### src/rtl/run_scan_pkg.sv
// Shared definitions for the run-scan controller slice.
// Holds the FSM state encoding, parameter defaults and a width helper
// used to size the count/index result ports.
package run_scan_pkg;

  localparam int unsigned DEF_WIDTH   = 8;
  localparam int unsigned DEF_RUN_LEN = 3;

  // Scan FSM state encoding
  localparam logic [1:0] ST_IDLE  = 2'd0;
  localparam logic [1:0] ST_SHIFT = 2'd1;
  localparam logic [1:0] ST_DRAIN = 2'd2;
  localparam logic [1:0] ST_DONE  = 2'd3;

  // Bits needed to hold any value in 0..width
  function automatic int unsigned cnt_width(input int unsigned width);
    return $clog2(width + 1);
  endfunction

endpackage

### src/rtl/run_detector_core.sv
// Serial run detector.
// Tracks the tail run of equal bits (either polarity) in the incoming
// serial stream; y goes high when that run is at least RUN_LEN long.
// Ports:
//   clk      - clock, rising edge
//   reset_n  - asynchronous active-low reset
//   clr      - synchronous clear to the "no run" state
//   x        - serial input bit, consumed every edge
//   y        - registered run-hit flag for the bits consumed so far
module run_detector_core
  import run_scan_pkg::*;
#(
  parameter int unsigned RUN_LEN = DEF_RUN_LEN
) (
  input  logic clk,
  input  logic reset_n,
  input  logic clr,
  input  logic x,
  output logic y
);

  localparam int unsigned RW = $clog2(RUN_LEN + 1);

  logic [RW-1:0] run_cnt;
  logic [RW-1:0] run_cnt_nxt;
  logic          last_bit;

  // Next run length: restart on empty history or polarity change, saturate at RUN_LEN
  always_comb begin
    run_cnt_nxt = run_cnt;
    if ((run_cnt == '0) || (x != last_bit)) begin
      run_cnt_nxt = RW'(1);
    end else if (run_cnt != RW'(RUN_LEN)) begin
      run_cnt_nxt = run_cnt + RW'(1);
    end
  end

  // Run state and registered hit flag
  always_ff @(posedge clk or negedge reset_n) begin
    if (!reset_n) begin
      run_cnt  <= '0;
      last_bit <= 1'b0;
      y        <= 1'b0;
    end else if (clr) begin
      run_cnt  <= '0;
      last_bit <= 1'b0;
      y        <= 1'b0;
    end else begin
      run_cnt  <= run_cnt_nxt;
      last_bit <= x;
      y        <= (run_cnt_nxt >= RW'(RUN_LEN));
    end
  end

endmodule

### src/rtl/run_scan_ctrl.sv
// Word-level scan controller for the serial run detector.
// Captures a word on start, shifts it MSB-first through the detector one
// bit per clock, samples the detector result for every bit position and
// reports the hit count and first hit index, then pulses done.
// Ports:
//   clk           - clock, rising edge
//   reset_n       - asynchronous active-low reset
//   start         - scan request, accepted only when idle
//   data_in       - word to scan, captured on the accepting edge
//   busy          - high while shifting/draining
//   done          - one-cycle pulse, results valid
//   hit_count     - number of bit positions ending a run >= RUN_LEN
//   any_hit       - hit_count != 0
//   first_hit_idx - smallest hit index (0 = MSB), 0 when no hit
//   ser_bit       - bit currently presented to the detector
module run_scan_ctrl
  import run_scan_pkg::*;
#(
  parameter  int unsigned WIDTH   = DEF_WIDTH,
  parameter  int unsigned RUN_LEN = DEF_RUN_LEN,
  localparam int unsigned CNT_W   = cnt_width(WIDTH)
) (
  input  logic             clk,
  input  logic             reset_n,
  input  logic             start,
  input  logic [WIDTH-1:0] data_in,
  output logic             busy,
  output logic             done,
  output logic [CNT_W-1:0] hit_count,
  output logic             any_hit,
  output logic [CNT_W-1:0] first_hit_idx,
  output logic             ser_bit
);

  logic [1:0]       state;
  logic [1:0]       state_nxt;
  logic [WIDTH-1:0] shreg;
  logic [CNT_W-1:0] bit_cnt;
  logic             accept_c;
  logic             sample_c;
  logic [CNT_W-1:0] sample_idx_c;
  logic             det_y;

  // Detector sees the shift register MSB; it is cleared on the accepting edge
  run_detector_core #(
    .RUN_LEN (RUN_LEN)
  ) u_det (
    .clk     (clk),
    .reset_n (reset_n),
    .clr     (accept_c),
    .x       (shreg[WIDTH-1]),
    .y       (det_y)
  );

  assign ser_bit = shreg[WIDTH-1];

  // State register
  always_ff @(posedge clk or negedge reset_n) begin
    if (!reset_n) begin
      state <= ST_IDLE;
    end else begin
      state <= state_nxt;
    end
  end

  // Next state and per-cycle strobes.
  // det_y lags the consumed bit by one edge, so the result for bit i is
  // sampled while bit_cnt == i+1; the last bit is picked up in DRAIN.
  always_comb begin
    state_nxt    = state;
    accept_c     = 1'b0;
    sample_c     = 1'b0;
    sample_idx_c = bit_cnt - CNT_W'(1);
    case (state)
      ST_IDLE: begin
        if (start) begin
          accept_c  = 1'b1;
          state_nxt = ST_SHIFT;
        end
      end
      ST_SHIFT: begin
        sample_c = (bit_cnt != '0);
        if (bit_cnt == CNT_W'(WIDTH - 1)) begin
          state_nxt = ST_DRAIN;
        end
      end
      ST_DRAIN: begin
        sample_c  = 1'b1;
        state_nxt = ST_DONE;
      end
      ST_DONE: begin
        state_nxt = ST_IDLE;
      end
      default: begin
        state_nxt = ST_IDLE;
      end
    endcase
  end

  // Shift register, bit counter, results and registered status outputs
  always_ff @(posedge clk or negedge reset_n) begin
    if (!reset_n) begin
      shreg         <= '0;
      bit_cnt       <= '0;
      hit_count     <= '0;
      any_hit       <= 1'b0;
      first_hit_idx <= '0;
      busy          <= 1'b0;
      done          <= 1'b0;
    end else begin
      busy <= (state_nxt == ST_SHIFT) || (state_nxt == ST_DRAIN);
      done <= (state_nxt == ST_DONE);

      if (accept_c) begin
        shreg         <= data_in;
        bit_cnt       <= '0;
        hit_count     <= '0;
        any_hit       <= 1'b0;
        first_hit_idx <= '0;
      end else if (state == ST_SHIFT) begin
        shreg   <= {shreg[WIDTH-2:0], 1'b0};
        bit_cnt <= bit_cnt + CNT_W'(1);
      end

      // Results hold outside scans; only acceptance clears them
      if (sample_c && det_y) begin
        hit_count <= hit_count + CNT_W'(1);
        if (!any_hit) begin
          any_hit       <= 1'b1;
          first_hit_idx <= sample_idx_c;
        end
      end
    end
  end

endmodule

### config.mk
export PLATFORM = sky130hd
export DESIGN_NAME = run_scan_ctrl
export DESIGN_NICKNAME = d
export VERILOG_FILES = /design/src/rtl/run_scan_pkg.sv /design/src/rtl/run_detector_core.sv /design/src/rtl/run_scan_ctrl.sv
export SDC_FILE = /design/constraint.sdc
export NUM_CORES = 1
export LEC_CHECK = 0
export CORE_UTILIZATION = 40
export CTS_BUF_LIST = sky130_fd_sc_hd__clkbuf_8 sky130_fd_sc_hd__clkbuf_16
export CTS_CLUSTER_DIAMETER = 120
export DETAILED_ROUTE_END_ITERATION = 6
export GPL_ROUTABILITY_DRIVEN = 0
export PLACE_DENSITY = 0.71
export SLEW_MARGIN = 30
export SYNTH_ARGS = -nofsm -noshare
export SYNTH_HDL_FRONTEND = slang
export SYNTH_HIERARCHICAL = 1
export SYNTH_SLANG_ARGS = --single-unit
### constraint.sdc
create_clock -name clk -period 2 [get_ports clk]
set_clock_uncertainty 0.15 [all_clocks]
set_input_delay 0.3 -clock clk [delete_from_list [all_inputs] [get_ports clk]]
set_output_delay 0.3 -clock clk [all_outputs]
set_load 0.02 [all_outputs]
Word-level counts from Yosys, hierarchy flattened
Index checks and enable logic that the tools add are counted.
{ "word_totals": {"ff_bits": 29, "latch_bits": 0, "ram_bits": 0, "mem_bits_ro": 0, "inputBits": 11, "output_inout_bits": 12, "elab_cells": 56, "n_memories": 0} }
{ "classes": {"add_sub_neg": 4, "n_mul": 0, "div": 0, "n_lt_le_gt_ge": 1, "n_eq_ne": 9, "shift": 0, "muxes": 23, "bitwise": 0, "n_reduce_logical": 8} }
{ "ops": {"columns": ["cell", "count"], "rows": [
  ["4-bit 2-to-1 mux", 7],
  ["8-bit 2-to-1 mux", 2],
  ["2-bit 2-to-1 mux", 5],
  ["4-bit by 1-bit adder with 4-bit output (second input constant)", 2],
  ["2-bit equality test (second input constant)", 4],
  ["2-bit case mux with 4 select lines", 1],
  ["1-bit 2-to-1 mux", 7],
  ["2-bit by 1-bit equality test with 1-bit output (second input constant)", 2],
  ["4-bit by 3-bit equality test with 1-bit output (second input constant)", 1],
  ["2-bit zero test", 2],
  ["2-bit nonzero test", 2],
  ["4-bit nonzero test", 1],
  ["4-bit by 1-bit subtractor with 4-bit output (second input constant)", 1],
  ["2-bit by 1-bit adder with 2-bit output (second input constant)", 1],
  ["2-bit greater-or-equal comparator (second input constant)", 1],
  ["1-bit logical OR", 2],
  ["2-bit != test (second input constant)", 1],
  ["1-bit case mux with 2 select lines", 1],
  ["1-bit logical AND", 1],
  ["1-bit != test", 1]
]} }

Depth between registers and ports, before layout
{ "depth": {"depth_word": 5, "depth_mapped": 7, "ltp_nobuf": 6} }

By module
Netlist, hierarchy kept.
{ "by_module_without_submodules": {"columns": ["module", "instances", "cells_per_inst", "area_each_um2", "seq_area_each_um2"], "rows": [
  ["run_scan_ctrl", 1, 122, 1270.0, 625.6],
  ["run_detector_core", 1, 12, 147.6, 100.1]
]} }

Least setup slack after synthesis
Ideal clock, no wire load.
{ "synth_path": {"path_kind": "register to register", "start": "reg bit_cnt[0]", "end": "reg hit_count[2]", "setup_time_ps": 118, "arrival_time_ps": 1571, "required_time_ps": 1732, "slack_ps": 161, "stages_incl_launch_ff": 8, "n_path_buf": 1, "synth_period_minus_slack_ps": 1839, "path_cell_list": "dfrtp_1 > inv_1 > ha_1 > nor4b_1 > or3_1 > buf_6 > mux2i_1 > a21o_1"} }
{ "synth_between": {"elab_chain_cells": 4, "elab_cells_between_ends": 5, "cone_classes": "mux: 2; reduce/logical: 3"} }
{ "synth_rtl": {"columns": ["element", "line_no", "source"], "rows": [
  ["from (decl)", "run_scan_ctrl.sv:38", "logic [CNT_W-1:0] bit_cnt;"],
  ["from (signal assigned)", "run_scan_ctrl.sv:122", "bit_cnt <= bit_cnt + CNT_W'(1);"],
  ["4-bit nonzero test (*)", "run_scan_ctrl.sv:82", "sample_c = (bit_cnt != '0);"],
  ["1-bit case mux with 2 select lines (*)", "run_scan_ctrl.sv:74", "case (state)"],
  ["1-bit logical AND (*)", "run_scan_ctrl.sv:126", "if (sample_c && det_y) begin"],
  ["4-bit 2-to-1 mux / 2-bit nonzero test (equally long branches)", null, null],
  ["to (signal assigned)", "run_scan_ctrl.sv:127", "hit_count <= hit_count + CNT_W'(1);"],
  ["to (decl)", "run_scan_ctrl.sv:29", "output logic [CNT_W-1:0] hit_count,"]
]} }
Every way passes the cells marked *; elsewhere a longest branch is shown, timed or not.
A chain may end at the register's enable or synchronous reset.

Final worst setup path
{ "layout_path": {"start": "reg state[1]", "end": "reg first_hit_idx[2]"} }
{ "layout_between": {"elab_chain_cells": 5, "elab_cells_between_ends": 9, "cone_classes": "eq/ne: 2; mux: 5; reduce/logical: 2"} }
{ "layout_rtl": {"columns": ["element", "line_no", "source"], "rows": [
  ["from (decl)", "run_scan_ctrl.sv:35", "logic [1:0] state;"],
  ["from (signal assigned)", "run_scan_ctrl.sv:62", "state <= state_nxt;"],
  ["2-bit zero test", "run_scan_ctrl.sv:74", null],
  ["1-bit 2-to-1 mux", "run_scan_ctrl.sv:74", null],
  ["4-bit 2-to-1 mux", "run_scan_ctrl.sv:114", "if (accept_c) begin"],
  ["4-bit 2-to-1 mux", "run_scan_ctrl.sv:128", "if (!any_hit) begin"],
  ["4-bit 2-to-1 mux (*)", "run_scan_ctrl.sv:126", null],
  ["to (signal assigned)", "run_scan_ctrl.sv:130", "first_hit_idx <= sample_idx_c;"],
  ["to (decl)", "run_scan_ctrl.sv:31", "output logic [CNT_W-1:0] first_hit_idx,"]
]} }
Marked as above.

==> metrics <==
unrepaired setup endpoints after global routing false; Synth cell types 32; NumNets Final between 150 and 200; # IOs 23; CTS root buf clkbuf_8; VDD IR max 573 uV; area delta synth->final 26.9%; WP data arrival about 1.9 ns; FF+latch count, synth 29; Mapped Area 1420 sq um; dpl hpwl 1.82 mm; Crit path required time 2.05 ns; ANT cells 0; share of cells above drive strength 1 a little over a tenth; antenna violations before repair 0; DRT Pass-1 Iters 4; via count 1007; Multi-input gate area 634 sq um; worst slew pin tran 0.363 ns; clock latency on the worst-skew pair 0.28 ns; DP Area ~1700 sq um; critical path class reg -> reg; reg2reg start state[1]; Clock Path Buffers 2; Antenna Violating Nets Remaining 0; Leak roughly 0.86 nW; CTS tree done; first-pass GRT wire length 4.37 mm; clk sinks 29; Port Buf Inserts 22; final worst slack 0.145 ns; post-synthesis sequential area ratio 51.2%; clock-pin transition on the worst setup and hold timing paths 0.06 ns; CTS H-Tree Depth 2; Power Dens Cells approximately 1400 nW/um^2; Worst Setup SP state[1]; crit path capture type flop; die width 61.5 microns; most frequent cells in the layout dfrtp_1 (29), clkdlybuf4s50_1 (22), nand2_1 (19); commonest non-fill, non-tap cell in the layout dfrtp_1; yosys warns 6; final hold violation count 0; cell total after placement about 200; crit path max fanout 9; Initial Util around 42%; Via density approximately 4.8; routed len/inst 12.1 microns; DRT iter0 DRCs 23; Min Clock Period, post-route around 1.9 ns; Cells after Synth 134; DRC 0; crit start category flop; DP Worst Slack -0.0716 ns; total grt overflow 0; Max Freq 539 MHz; outcome finished, final reports clean; fin crit share 92.8%; Total Routing Usage GR 16.7%; Non-Filler Instances 211; largest net degree at the start of global routing 30; setup violators final 0; Syn Nets 153; Total Wirelength 2.55 mm; cell area after layout ~1800 sq um; flop2flop setup slack 0.14 ns; Slew headroom 75.8%; fillcell total about 320; max cap viols 0; Die Y 61.5 microns; Rows 21; cts hold-fix bufs 0; Avg Cell Area, Syn 10.6 sq um; Num CTS Buffers 5; Die ar. 3790 sq um; Hold Crit Class in -> async; Slew Viols, Final 0; Storage cell area roughly 730 sq um; CORE AREA 3360 sq um; vias in the first global route 1031
==> power by group <==
part           switching, mW  leakage [nW]  internal (mW)  total [mW]
combinational          0.594         0.429          0.541        1.14
clock                  0.207        0.0491          0.235       0.442
sequential             0.144         0.377          0.802       0.946
total                  0.946         0.855           1.58        2.52
==> worst max-delay path: stages, from the launching register on <==
cell and delay [ns]:
dfrtp_1 0.43, inv_1 0.12, ha_1 0.19, nor2_1 0.07, or3_4 0.47, nor2_8 0.16, mux2i_1 0.20
==> per-stage QoR <==
step	hold WS, ns	total power, mW	setup TNS, ns	util (%)
CTS	0.257	2.55	0	53.4
finish	0.249	2.52	0	53.5
detailed placement	0.352	2.08	-0.316	50.8
global route	0.290	2.73	0	53.5
floorplan	-0.146	1.73	0	-
global placement	0.347	2.03	0	50.8
==> flip-flops by register name (all words and copies together), names as in the netlist, 2 cells and up <==
register and cells:
state 2, first_hit_idx 4, shreg 8, u_det/run_cnt 2
bit_cnt 4, hit_count 4
==> synthesized netlist by cell type <==
cell type  count  share of area, %
a21oi_1        1              0.35
xnor2_1        3               1.9
xor2_1         4               2.5
ha_1           8               7.1
or3_1          1              0.44
inv_2          1              0.26
o31a_1         1              0.62
a311o_1        1              0.71
dfrtp_1       29                51
nor2_1         8               2.1
o21ai_0        1              0.35
a21o_1         2               1.1
nor3_1         2              0.71
inv_1          8               2.1
nand4_1        1              0.44
a21boi_1       1              0.53
clkbuf_1       2              0.53
mux2i_1       13               9.2
nand2_1       19               5.0
nor3b_1        2               1.1
nand3b_1       2               1.1
nor2b_1        1              0.44
and2_1         1              0.44
nand3_1        4               1.4
nand2b_1       1              0.44
buf_6          1              0.79
o21ai_1       10               3.5
buf_4          1              0.53
buf_2          1              0.35
nor4b_1        1              0.62
o22ai_1        2              0.88
nor2_8         1               1.4
==> cell type report <==
| cell class | count | area share, % |
|---|---|---|
| clock inverters | 3 | 0.765 |
| multi-input cells | 91 | 35.3 |
| well taps | 46 | 3.20 |
| clock buffers | 5 | 3.82 |
| flip-flops and latches | 29 | 40.3 |
| repair buffers | 28 | 14.7 |
| inverters | 9 | 1.88 |
==> cells by family after synthesis <==
| logic type | Yosys count | synth area share [%] |
|---|---|---|
| AND/OR/NAND/NOR | 44 | 15.6 |
| multiplexers | 13 | 9.18 |
| AO/OA/AOI/OAI | 19 | 8.03 |
| flip-flops | 29 | 51.2 |
| XOR/XNOR | 7 | 4.32 |
| adder cells (fa/ha/maj) | 8 | 7.06 |
| buffers and inverters | 14 | 4.59 |
==> metal layers <==
| metal | part of all wire (%) | vias up | GRT usage, % |
|---|---|---|---|
| li1 | - | 506 | - |
| met1 | 42 | 475 | 18.4 |
| met2 | 52 | 20 | 28.6 |
| met3 | 4.4 | 6 | 6.30 |
| met4 | 2.0 | 0 | 7.62 |
| met5 | 0 | - | 0 |
==> final timing paths <==
kind | to | cells after the start
setup reg to reg | first_hit_idx[2] | 6
min in group clk | shreg[0] | 2
setup / recovery | first_hit_idx[2] | 6
hold reg to reg | shreg[0] | 2
max in group asynchronous | shreg[5] | 2
hold / removal | busy | 2
==> timing repair <==
action / CTS / global route
gates resized for setup: 1 / 2
endpoints found under the setup margin: 5 / 5
buffers inserted: 0 / 0
No activity file was read; power rests on OpenSTA's default activity.
